===== src/rtl/trade_report_packetizer_pkg.sv =====
// trade_report_packetizer_pkg
// Shared definitions for the trade report packetizer: the packet header
// magic byte and the packetizer FSM state encodings.
// The SEQ state only exists when PKT_SEQ_EN is defined.
package trade_report_packetizer_pkg;

  localparam logic [7:0] HDR_MAGIC = 8'hC3;

`ifdef PKT_SEQ_EN
  typedef enum logic [1:0] {
    ST_IDLE    = 2'd0,
    ST_HDR     = 2'd1,
    ST_SEQ     = 2'd2,
    ST_PAYLOAD = 2'd3
  } pkt_state_t;
`else
  typedef enum logic [1:0] {
    ST_IDLE    = 2'd0,
    ST_HDR     = 2'd1,
    ST_PAYLOAD = 2'd3
  } pkt_state_t;
`endif

endpackage


===== src/rtl/trade_report_packetizer_sync_fifo.sv =====
// sync_fifo
// Single-clock FIFO with a registered read port and an occupancy output.
// Ports:
//   clk, rst            - clock, synchronous active-high reset (empties FIFO)
//   wr_en, wr_data      - write strobe and data (ignored when full)
//   rd_en               - pop request (ignored when empty); data appears on
//                         rd_data the cycle after the pop and then holds
//   rd_data             - registered read data
//   level               - number of stored words, 0..DEPTH
// DEPTH must be a power of two (at least 2) so the pointers wrap naturally.
module sync_fifo #(
  parameter int WIDTH = 32,
  parameter int DEPTH = 64
) (
  input  logic                       clk,
  input  logic                       rst,
  input  logic                       wr_en,
  input  logic [WIDTH-1:0]           wr_data,
  input  logic                       rd_en,
  output logic [WIDTH-1:0]           rd_data,
  output logic [$clog2(DEPTH):0]     level
);

  localparam int AW = $clog2(DEPTH);
  localparam logic [AW:0] LV_FULL = (AW+1)'(DEPTH);

  logic [WIDTH-1:0] r_mem [DEPTH];
  logic [AW-1:0]    r_wr_ptr;
  logic [AW-1:0]    r_rd_ptr;
  logic [AW:0]      r_level;
  logic [WIDTH-1:0] r_rd_data;
  logic             w_do_wr;
  logic             w_do_rd;

  assign w_do_wr = wr_en && (r_level != LV_FULL);
  assign w_do_rd = rd_en && (r_level != '0);
  assign rd_data = r_rd_data;
  assign level   = r_level;

  // Storage array carries no reset; validity is tracked by the pointers.
  always_ff @(posedge clk) begin
    if (w_do_wr) begin
      r_mem[r_wr_ptr] <= wr_data;
    end
  end

  // Pointer, level and read-register update. A pop and a push in the same
  // cycle leave the level unchanged.
  always_ff @(posedge clk) begin
    if (rst) begin
      r_wr_ptr  <= '0;
      r_rd_ptr  <= '0;
      r_level   <= '0;
      r_rd_data <= '0;
    end else begin
      if (w_do_wr) begin
        r_wr_ptr <= r_wr_ptr + 1'b1;
      end
      if (w_do_rd) begin
        r_rd_ptr  <= r_rd_ptr + 1'b1;
        r_rd_data <= r_mem[r_rd_ptr];
      end
      if (w_do_wr && !w_do_rd) begin
        r_level <= r_level + 1'b1;
      end else if (!w_do_wr && w_do_rd) begin
        r_level <= r_level - 1'b1;
      end
    end
  end

endmodule


===== src/rtl/trade_report_packetizer.sv =====
// trade_report_packetizer
// Buffers trade report words and emits them as stream packets:
// header {C3, 00, 00, len}, optional sequence-number word, then len words.
// A packet starts when MAX_WORDS are buffered or when buffered words have
// waited TIMEOUT_CYCLES in IDLE.
// Optional feature macro: PKT_SEQ_EN (adds the sequence-number word).
// Ports:
//   clk, rst                     - clock, synchronous active-high reset
//   trade_valid, trade_info      - input word strobe (no backpressure)
//   m_tvalid, m_tdata, m_tlast   - output stream
//   m_tready                     - output stream accept
//   overflow                     - sticky, set when an input word is dropped
//   drop_count                   - saturating count of dropped words
module trade_report_packetizer
  import trade_report_packetizer_pkg::*;
#(
  parameter int MAX_WORDS      = 16,
  parameter int FIFO_DEPTH     = 64,
  parameter int TIMEOUT_CYCLES = 1024
) (
  input  logic        clk,
  input  logic        rst,
  input  logic        trade_valid,
  input  logic [31:0] trade_info,
  output logic        m_tvalid,
  output logic [31:0] m_tdata,
  output logic        m_tlast,
  input  logic        m_tready,
  output logic        overflow,
  output logic [15:0] drop_count
);

  localparam int LW = $clog2(FIFO_DEPTH) + 1;
  localparam int TW = $clog2(TIMEOUT_CYCLES + 1);
  localparam logic [LW-1:0] LV_FULL    = LW'(FIFO_DEPTH);
  localparam logic [LW-1:0] LV_MAX     = LW'(MAX_WORDS);
  localparam logic [TW-1:0] TIMER_END  = TW'(TIMEOUT_CYCLES - 1);

  pkt_state_t    r_state;
  pkt_state_t    w_next_state;
  logic [7:0]    r_pkt_len;
  logic [7:0]    r_cnt;
  logic [TW-1:0] r_timer;
  logic          r_overflow;
  logic [15:0]   r_drop_count;
`ifdef PKT_SEQ_EN
  logic [31:0]   r_seq_num;
`endif

  logic [LW-1:0] w_level;
  logic          w_fifo_wr;
  logic          w_fifo_rd;
  logic [31:0]   w_fifo_data;
  logic          w_hs;
  logic          w_trigger;

  // Write acceptance looks only at the level at the start of the cycle, so
  // a full FIFO drops the word even if a pop happens in the same cycle.
  assign w_fifo_wr = trade_valid && (w_level != LV_FULL);
  assign w_hs      = m_tvalid && m_tready;
  assign w_trigger = (r_state == ST_IDLE) &&
                     ((w_level >= LV_MAX) ||
                      ((w_level != '0) && (r_timer == TIMER_END)));

  assign overflow   = r_overflow;
  assign drop_count = r_drop_count;

  sync_fifo #(
    .WIDTH (32),
    .DEPTH (FIFO_DEPTH)
  ) u_fifo (
    .clk     (clk),
    .rst     (rst),
    .wr_en   (w_fifo_wr),
    .wr_data (trade_info),
    .rd_en   (w_fifo_rd),
    .rd_data (w_fifo_data),
    .level   (w_level)
  );

  // Next state and stream outputs. The first payload word is popped on the
  // handshake of the word just before it so the registered FIFO output is
  // ready when PAYLOAD begins; each non-final payload handshake pops the
  // next one. With no pop during a stall, rd_data and m_tdata hold.
  always_comb begin
    w_next_state = r_state;
    m_tvalid     = 1'b0;
    m_tdata      = 32'h0;
    m_tlast      = 1'b0;
    w_fifo_rd    = 1'b0;
    case (r_state)
      ST_IDLE: begin
        if (w_trigger) begin
          w_next_state = ST_HDR;
        end
      end
      ST_HDR: begin
        m_tvalid = 1'b1;
        m_tdata  = {HDR_MAGIC, 8'h00, 8'h00, r_pkt_len};
        if (w_hs) begin
`ifdef PKT_SEQ_EN
          w_next_state = ST_SEQ;
`else
          w_next_state = ST_PAYLOAD;
          w_fifo_rd    = 1'b1;
`endif
        end
      end
`ifdef PKT_SEQ_EN
      ST_SEQ: begin
        m_tvalid = 1'b1;
        m_tdata  = r_seq_num;
        if (w_hs) begin
          w_next_state = ST_PAYLOAD;
          w_fifo_rd    = 1'b1;
        end
      end
`endif
      ST_PAYLOAD: begin
        m_tvalid = 1'b1;
        m_tdata  = w_fifo_data;
        m_tlast  = (r_cnt == (r_pkt_len - 8'd1));
        if (w_hs) begin
          if (m_tlast) begin
            w_next_state = ST_IDLE;
          end else begin
            w_fifo_rd = 1'b1;
          end
        end
      end
      default: begin
        w_next_state = ST_IDLE;
      end
    endcase
  end

  // State register, packet length latch, payload counter and flush timer.
  // The timer only runs in IDLE with data waiting and restarts on leaving.
  always_ff @(posedge clk) begin
    if (rst) begin
      r_state   <= ST_IDLE;
      r_pkt_len <= '0;
      r_cnt     <= '0;
      r_timer   <= '0;
    end else begin
      r_state <= w_next_state;
      if (w_trigger) begin
        r_pkt_len <= (w_level >= LV_MAX) ? 8'(MAX_WORDS) : 8'(w_level);
      end
      if (r_state != ST_PAYLOAD) begin
        r_cnt <= '0;
      end else if (w_hs) begin
        r_cnt <= r_cnt + 8'd1;
      end
      if ((r_state != ST_IDLE) || (w_level == '0) || w_trigger) begin
        r_timer <= '0;
      end else begin
        r_timer <= r_timer + 1'b1;
      end
    end
  end

  // Drop accounting; the counter sticks at all-ones instead of wrapping.
  always_ff @(posedge clk) begin
    if (rst) begin
      r_overflow   <= 1'b0;
      r_drop_count <= '0;
    end else if (trade_valid && !w_fifo_wr) begin
      r_overflow <= 1'b1;
      if (r_drop_count != 16'hFFFF) begin
        r_drop_count <= r_drop_count + 16'd1;
      end
    end
  end

`ifdef PKT_SEQ_EN
  // Sequence number advances once per completed packet.
  always_ff @(posedge clk) begin
    if (rst) begin
      r_seq_num <= '0;
    end else if ((r_state == ST_PAYLOAD) && w_hs && m_tlast) begin
      r_seq_num <= r_seq_num + 32'd1;
    end
  end
`endif

endmodule


===== config.mk =====
export PLATFORM = sky130hd
export DESIGN_NAME = trade_report_packetizer
export DESIGN_NICKNAME = d
export VERILOG_FILES = /design/src/rtl/trade_report_packetizer_pkg.sv /design/src/rtl/trade_report_packetizer_sync_fifo.sv /design/src/rtl/trade_report_packetizer.sv
export SDC_FILE = /design/constraint.sdc
export NUM_CORES = 2
export LEC_CHECK = 0
export BUFFER_PORTS_ARGS = -buffer_cell sky130_fd_sc_hd__buf_4
export CORE_ASPECT_RATIO = 0.7
export CORE_MARGIN = 4
export CORE_UTILIZATION = 40
export CTS_BUF_LIST = sky130_fd_sc_hd__clkbuf_8
export DETAILED_ROUTE_END_ITERATION = 12
export SYNTH_ARGS = -nofsm -noshare
export SYNTH_HDL_FRONTEND = slang
export SYNTH_SLANG_ARGS = --single-unit

===== constraint.sdc =====
create_clock -name clk -period 5.05 [get_ports clk]
set_input_delay 0.7575 -clock clk [delete_from_list [all_inputs] [get_ports clk]]
set_output_delay 0.7575 -clock clk [all_outputs]
set_load 0.02 [all_outputs]

# == Yosys cells after proc, flatten, opt, wreduce, memory -nomap -nowiden ==
# Memory sizes are Yosys's and may differ from the RTL's. A register that Yosys moved wholly into a read port is not among the register bits.
# Cells that the tools add are included.
# word_totals
ff_bits,65
ramBits,2048
input_bits,36
wordCells,72
mem_count,1
# memory_table
name,words,word_bits,rd,rd_clocked_by_memory_dff,write_ports,line_no,source
u_fifo.r_mem,64,32,1,1,1,trade_report_packetizer_sync_fifo.sv:27,logic [WIDTH-1:0] r_mem [DEPTH];
# op_classes
add_sub_neg,8
n_lt_le_gt_ge,1
n_eq_ne,11
mux,17
n_reduce_logical,25
# op_table
operator,count
$pmux 32 s2,1
$mux 7,3
$add 16x1->16 const B,1
$ne 16x16->1 const B,1
$add 6x1->6 const B,2
$add 11x1->11 const B,1
$eq 11x10->1 const B,1
$ne 2x2->1 const B,5
$logic_and 1x1->1,9
$add 8x1->8 const B,1
$eq 8x8->1,1
$mux 2,4
$sub 8x1->8 const B,1
$add 7x1->7 const B,1
$ge 7x5->1 const B,1
$logic_not 7->1,1
$mux 1,7
$ne 7x7->1 const B,1
$reduce_bool 7->1,1
$sub 7x1->7 const B,1
$pmux 2 s3,1
$reduce_or 2->1,3
$reduce_and 4->1,1
$reduce_bool 2->1,2
7 further kinds,11

# == Logic depth before layout (Yosys ltp) ==
# depth
ltp_word,10
depth_mapped,19
mapped_depth_nobuf,18

# == Hierarchy ==
# From an unflattened synthesis, not the netlist that was laid out.
# unflattened
hier_cells,4038
hier_area_um2,83178.5
# modules_own_cells
module,instances,cells_per_inst,area_per_inst_um2,seq_area_each_um2
sync_fifo,1,3720,80562.3,62520.0
trade_report_packetizer,1,318,2616.3,900.9

# == Worst setup path after synthesis ==
# No wires, ideal clock.
# synth_timing
kind,flip-flop to flip-flop
startpoint,reg r_pkt_len[0]
endpoint,"reg u_fifo.r_level[6], in the netlist u_fifo.level[6]"
arrival_ns,3.793
t_required_ns,4.979
setup_slack_ns,1.185
path_stages_with_launch,20
period_less_slack_ns,3.865
path_cell_list,dfxtp_1 > inv_1 > ha_1 > or3b_1 > or4_1 > a22oi_1 > o211a_4 > a21oi_4 > inv_2 > buf_6 > ha_1 > inv_1 > fa_1 > a21o_1 > a21oi_1 > o21bai_1 > a21oi_1 > xnor2_1 > or3_1 > a21oi_1
# synth_via
elab_chain_cells,9
elab_cells_between_ends,11
# synth_rtl
item,line_no,source
from (decl),trade_report_packetizer.sv:41,logic [7:0] r_pkt_len;
from (signal assigned),trade_report_packetizer.sv:148,r_pkt_len <= (w_level >= LV_MAX) ? 8'(MAX_WORDS) : 8'(w_level);
$sub 8x1->8 (*),trade_report_packetizer.sv:122,m_tlast = (r_cnt == (r_pkt_len - 8'd1));
$eq 8x8->1 (*),trade_report_packetizer.sv:122,
$mux 1 (*),trade_report_packetizer.sv:124,if (m_tlast) begin
$mux 1 (*),trade_report_packetizer.sv:123,if (w_hs) begin
$pmux 1 s2 (*),trade_report_packetizer.sv:91,case (r_state)
$logic_and 1x1->1 (*),trade_report_packetizer_sync_fifo.sv:36,assign w_do_rd = rd_en && (r_level != '0);
$logic_not 1->1,trade_report_packetizer_sync_fifo.sv:63,if (w_do_wr && !w_do_rd) begin
$logic_and 1x1->1,trade_report_packetizer_sync_fifo.sv:63,
$mux 7 or $reduce_bool 2->1 (tied branches),--,
to (signal assigned),trade_report_packetizer_sync_fifo.sv:64,r_level <= r_level + 1'b1;
to (signal assigned),trade_report_packetizer_sync_fifo.sv:66,r_level <= r_level - 1'b1;
to (decl),trade_report_packetizer_sync_fifo.sv:30,logic [AW:0] r_level;
# Mark *: on every way between the ends. The rest lies on a longest branch, timed or not.
# A chain may end at the register's enable or synchronous reset.

# == Final worst setup path ==
# Ends and elaborated chain as after synthesis.

==> qor.csv <==
metric,value,unit
vdd_drop_max,0.214,mV
cts_buffer_depth,4,
synth_cell_type_count,67,
critPathKind,reg -> reg,
wl_met3,19.2,mm
fin_setup_tns,0,ns
syn-num-nets,4274,
synth_cells,4225,
initial_utilization,40.4,%
cts_tree,built,
drc_errors,0,
grt_pass1_vias,42700,
fin_skew,0.0625,ns
hold_viol_final,0,
drt-met1-wl,100,mm
initialDrtViolationCount,5080,
dr.pass1.iters,5,
reg2reg_depth,18,
grt-ovfl-total,0,
finalCritPeriodShare,82.7,%
gp_congestion,0.821,
io_buffer_count,86,
power.density,395,nW/µm²
crit_path_start_kind,flop,
post-route-util,45.6,%
postRouteAntennaNets,0,
cts_hold_buf,0,
min_path_cells,2,
synth-async-reset-ratio,0,%
die_h,390,µm
rsz0062_at_grt,no,
grtUsageTotal,19.8,%
viasPerCell,5.73,
end_kind,flop,
required,5.88,ns
cts_resized,0,
die_w,554,µm
cts-htree-levels,5,
yosys_warnings,0,
vias,43000,
status,finished clean,
fin_crit,4.18,ns
drive_above_1_share,23.3,%
fin_nets,4578,
cap_violations,0,
min_path_type,in -> reg,
hpwl,126,mm
dieArea,216000,µm²
setup_viol,0,
finalMaxSlewViolations,0,
grt_max_degree,81,
syn_to_final_growth,12.7,%
io-pin-count,87,
cts_root_buffer,clkbuf_8,
grt_pass1_wl,312,mm
synth-edff-count,2048,
worstPathArrival,5.00,ns
cts_setup_buffers,0,
met2_length,94.5,mm
tightest_slew,1.06,ns
synth-seq-cells,2144,
clk_pin_slew,0.07,ns
cts.sinks,2144,
syn_area_per_cell,19.7,µm²
crit_fanout,6,
drt_wl_total,218,mm
ys_seq_area_share,76.1,%
coreArea,206000,µm²
fmax,239,MHz
power_leakage,28.5,nW
slew-limit-headroom,27.4,%
whs,0.118,ns
antenna_found_initial,10,
synth_ff_type,edfxtp_1,
floorplan.rows,139,
top_layer,met4,
synth_area,83300,µm²
wire_per_inst,29.1,µm
cts_buffers,316,
worstSkewPairLatency,0.94,ns
layout make-up:
class / instances / area (µm²)
timing repair buffer: 237 / 2070
clock inverter: 219 / 1180
clock buffer: 330 / 4540
inverter: 20 / 75.1
sequential: 2144 / 63400
multi-input combinational: 1810 / 19100
fill: 17400 / 112000
tap: 2749 / 3440
antenna: 3 / 7.51
placed cells by master, fill, tap and decap left out, types with 9 or more instances in the layout:
cell	netlist	final
mux2_2	13	13
a21oi_1	118	118
nor2b_1	36	31
dfxtp_1	96	88
a211oi_1	27	27
ha_1	12	12
edfxtp_1	2048	2048
bufinv_16	0	10
xor2_1	24	24
clkinv_1	0	69
a22oi_1	123	123
clkinvlp_4	0	9
nand4_1	11	11
a311oi_1	15	15
o21ai_0	81	81
a31oi_1	37	37
buf_4	22	214
inv_1	19	122
clkbuf_8	0	330
nor3_1	26	26
mux4_2	363	363
o221ai_1	12	12
a221oi_1	9	9
xnor2_1	23	23
nor2_4	0	64
a311oi_2	19	19
clkinv_2	0	20
nand3_1	34	34
o22ai_1	14	14
mux2i_1	422	422
nand2_1	105	105
nor2_1	185	119
and3_1	25	25
buf_12	0	23
cell usage after synthesis, types with 15 or more instances:
| master | n | area share [%] |
|---|---|---|
| inv_1 | 19 | 0.086 |
| clkbuf_1 | 96 | 0.43 |
| a31oi_1 | 37 | 0.28 |
| mux4_2 | 363 | 9.8 |
| dfxtp_1 | 96 | 2.3 |
| nor3_1 | 26 | 0.16 |
| a211oi_1 | 27 | 0.24 |
| a311oi_1 | 15 | 0.16 |
| nand3_1 | 34 | 0.20 |
| and3_1 | 25 | 0.19 |
| mux2i_1 | 422 | 5.1 |
| nor2b_1 | 36 | 0.27 |
| xor2_1 | 24 | 0.25 |
| a22oi_1 | 123 | 1.1 |
| edfxtp_1 | 2048 | 74 |
| xnor2_1 | 23 | 0.24 |
| buf_2 | 101 | 0.61 |
| buf_4 | 22 | 0.20 |
| a311oi_2 | 19 | 0.34 |
| buf_1 | 24 | 0.11 |
| o21ai_0 | 81 | 0.49 |
| nand2_1 | 105 | 0.47 |
| a21oi_1 | 118 | 0.71 |
| nor2_1 | 185 | 0.83 |
worst max-delay path, stage by stage (launching register included):
cell      delay (ns)
dfxtp_1         0.36
inv_1           0.09
ha_1            0.23
or3b_1          0.41
or4_1           0.41
a22oi_1         0.20
o211a_4         0.23
a21oi_4         0.06
inv_2           0.08
ha_1            0.19
inv_1           0.14
fa_1            0.42
a21o_1          0.18
a21oi_1         0.22
o21bai_1        0.10
a21oi_1         0.20
xnor2_1         0.10
or3_1           0.31
a21oi_1         0.15
stage by stage:
step / cells / worst slack (ns) / area, µm² / power (mW)
2_1_floorplan: 4225 / 1.19 / 83300 / 22.9
3_3_place_gp: 6960 / 0.854 / 88200 / 24.3
3_5_place_dp: 6960 / 0.945 / 88200 / 24.3
4_1_cts: 7509 / 0.864 / 93900 / 37.4
5_1_grt: 7511 / 0.599 / 93900 / 38.5
6_report: 7512 / 0.871 / 93900 / 37.1
report_power, final:
part           switching [mW]  internal, mW
Combinational            2.37          1.59
Clock                    6.57          6.56
Sequential              0.290          19.7
final timing paths:
kind,slack [ns],to,startpoint
setup / recovery,0.87,u_fifo.level[6]$_SDFFE_PP0P_,r_pkt_len[0]$_SDFFE_PP0P_
hold / removal,0.12,r_state[1]$_SDFFE_PP0P_,m_tready
setup reg to reg,0.87,u_fifo.level[6]$_SDFFE_PP0P_,r_pkt_len[0]$_SDFFE_PP0P_
hold reg to reg,0.46,overflow$_SDFFE_PP0P_,overflow$_SDFFE_PP0P_
state kept, by name, indices dropped and copies added (netlist names):
register / flops
u_fifo.rd_data: 32
overflow: 1
r_state: 2
u_fifo.r_wr_ptr: 6
u_fifo.level: 7
r_timer: 11
r_pkt_len: 7
u_fifo.r_mem: 2048
r_cnt: 8
u_fifo.r_rd_ptr: 6
drop_count: 16
per-layer routing:
layer	vias up	GRT usage (%)
li1	17900	-
met1	22900	30.9
met2	1947	28.5
met3	296	4.00
met4	0	4.79
met5	-	0
cells by family (layout without fill, tap and decap cells):
family | after synthesis | count (layout) | synth area share, %
XOR/XNOR | 47 | 47 | 0.494
AO/OA/AOI/OAI | 486 | 486 | 4.01
flip-flops | 2144 | 2144 | 76.1
multiplexers | 798 | 798 | 15.1
other | 0 | 3 | 0
AND/OR/NAND/NOR | 466 | 466 | 2.59
buffers and inverters | 271 | 806 | 1.54
adder cells (fa/ha/maj) | 13 | 13 | 0.204
No activity file was read; power rests on OpenSTA's default activity.
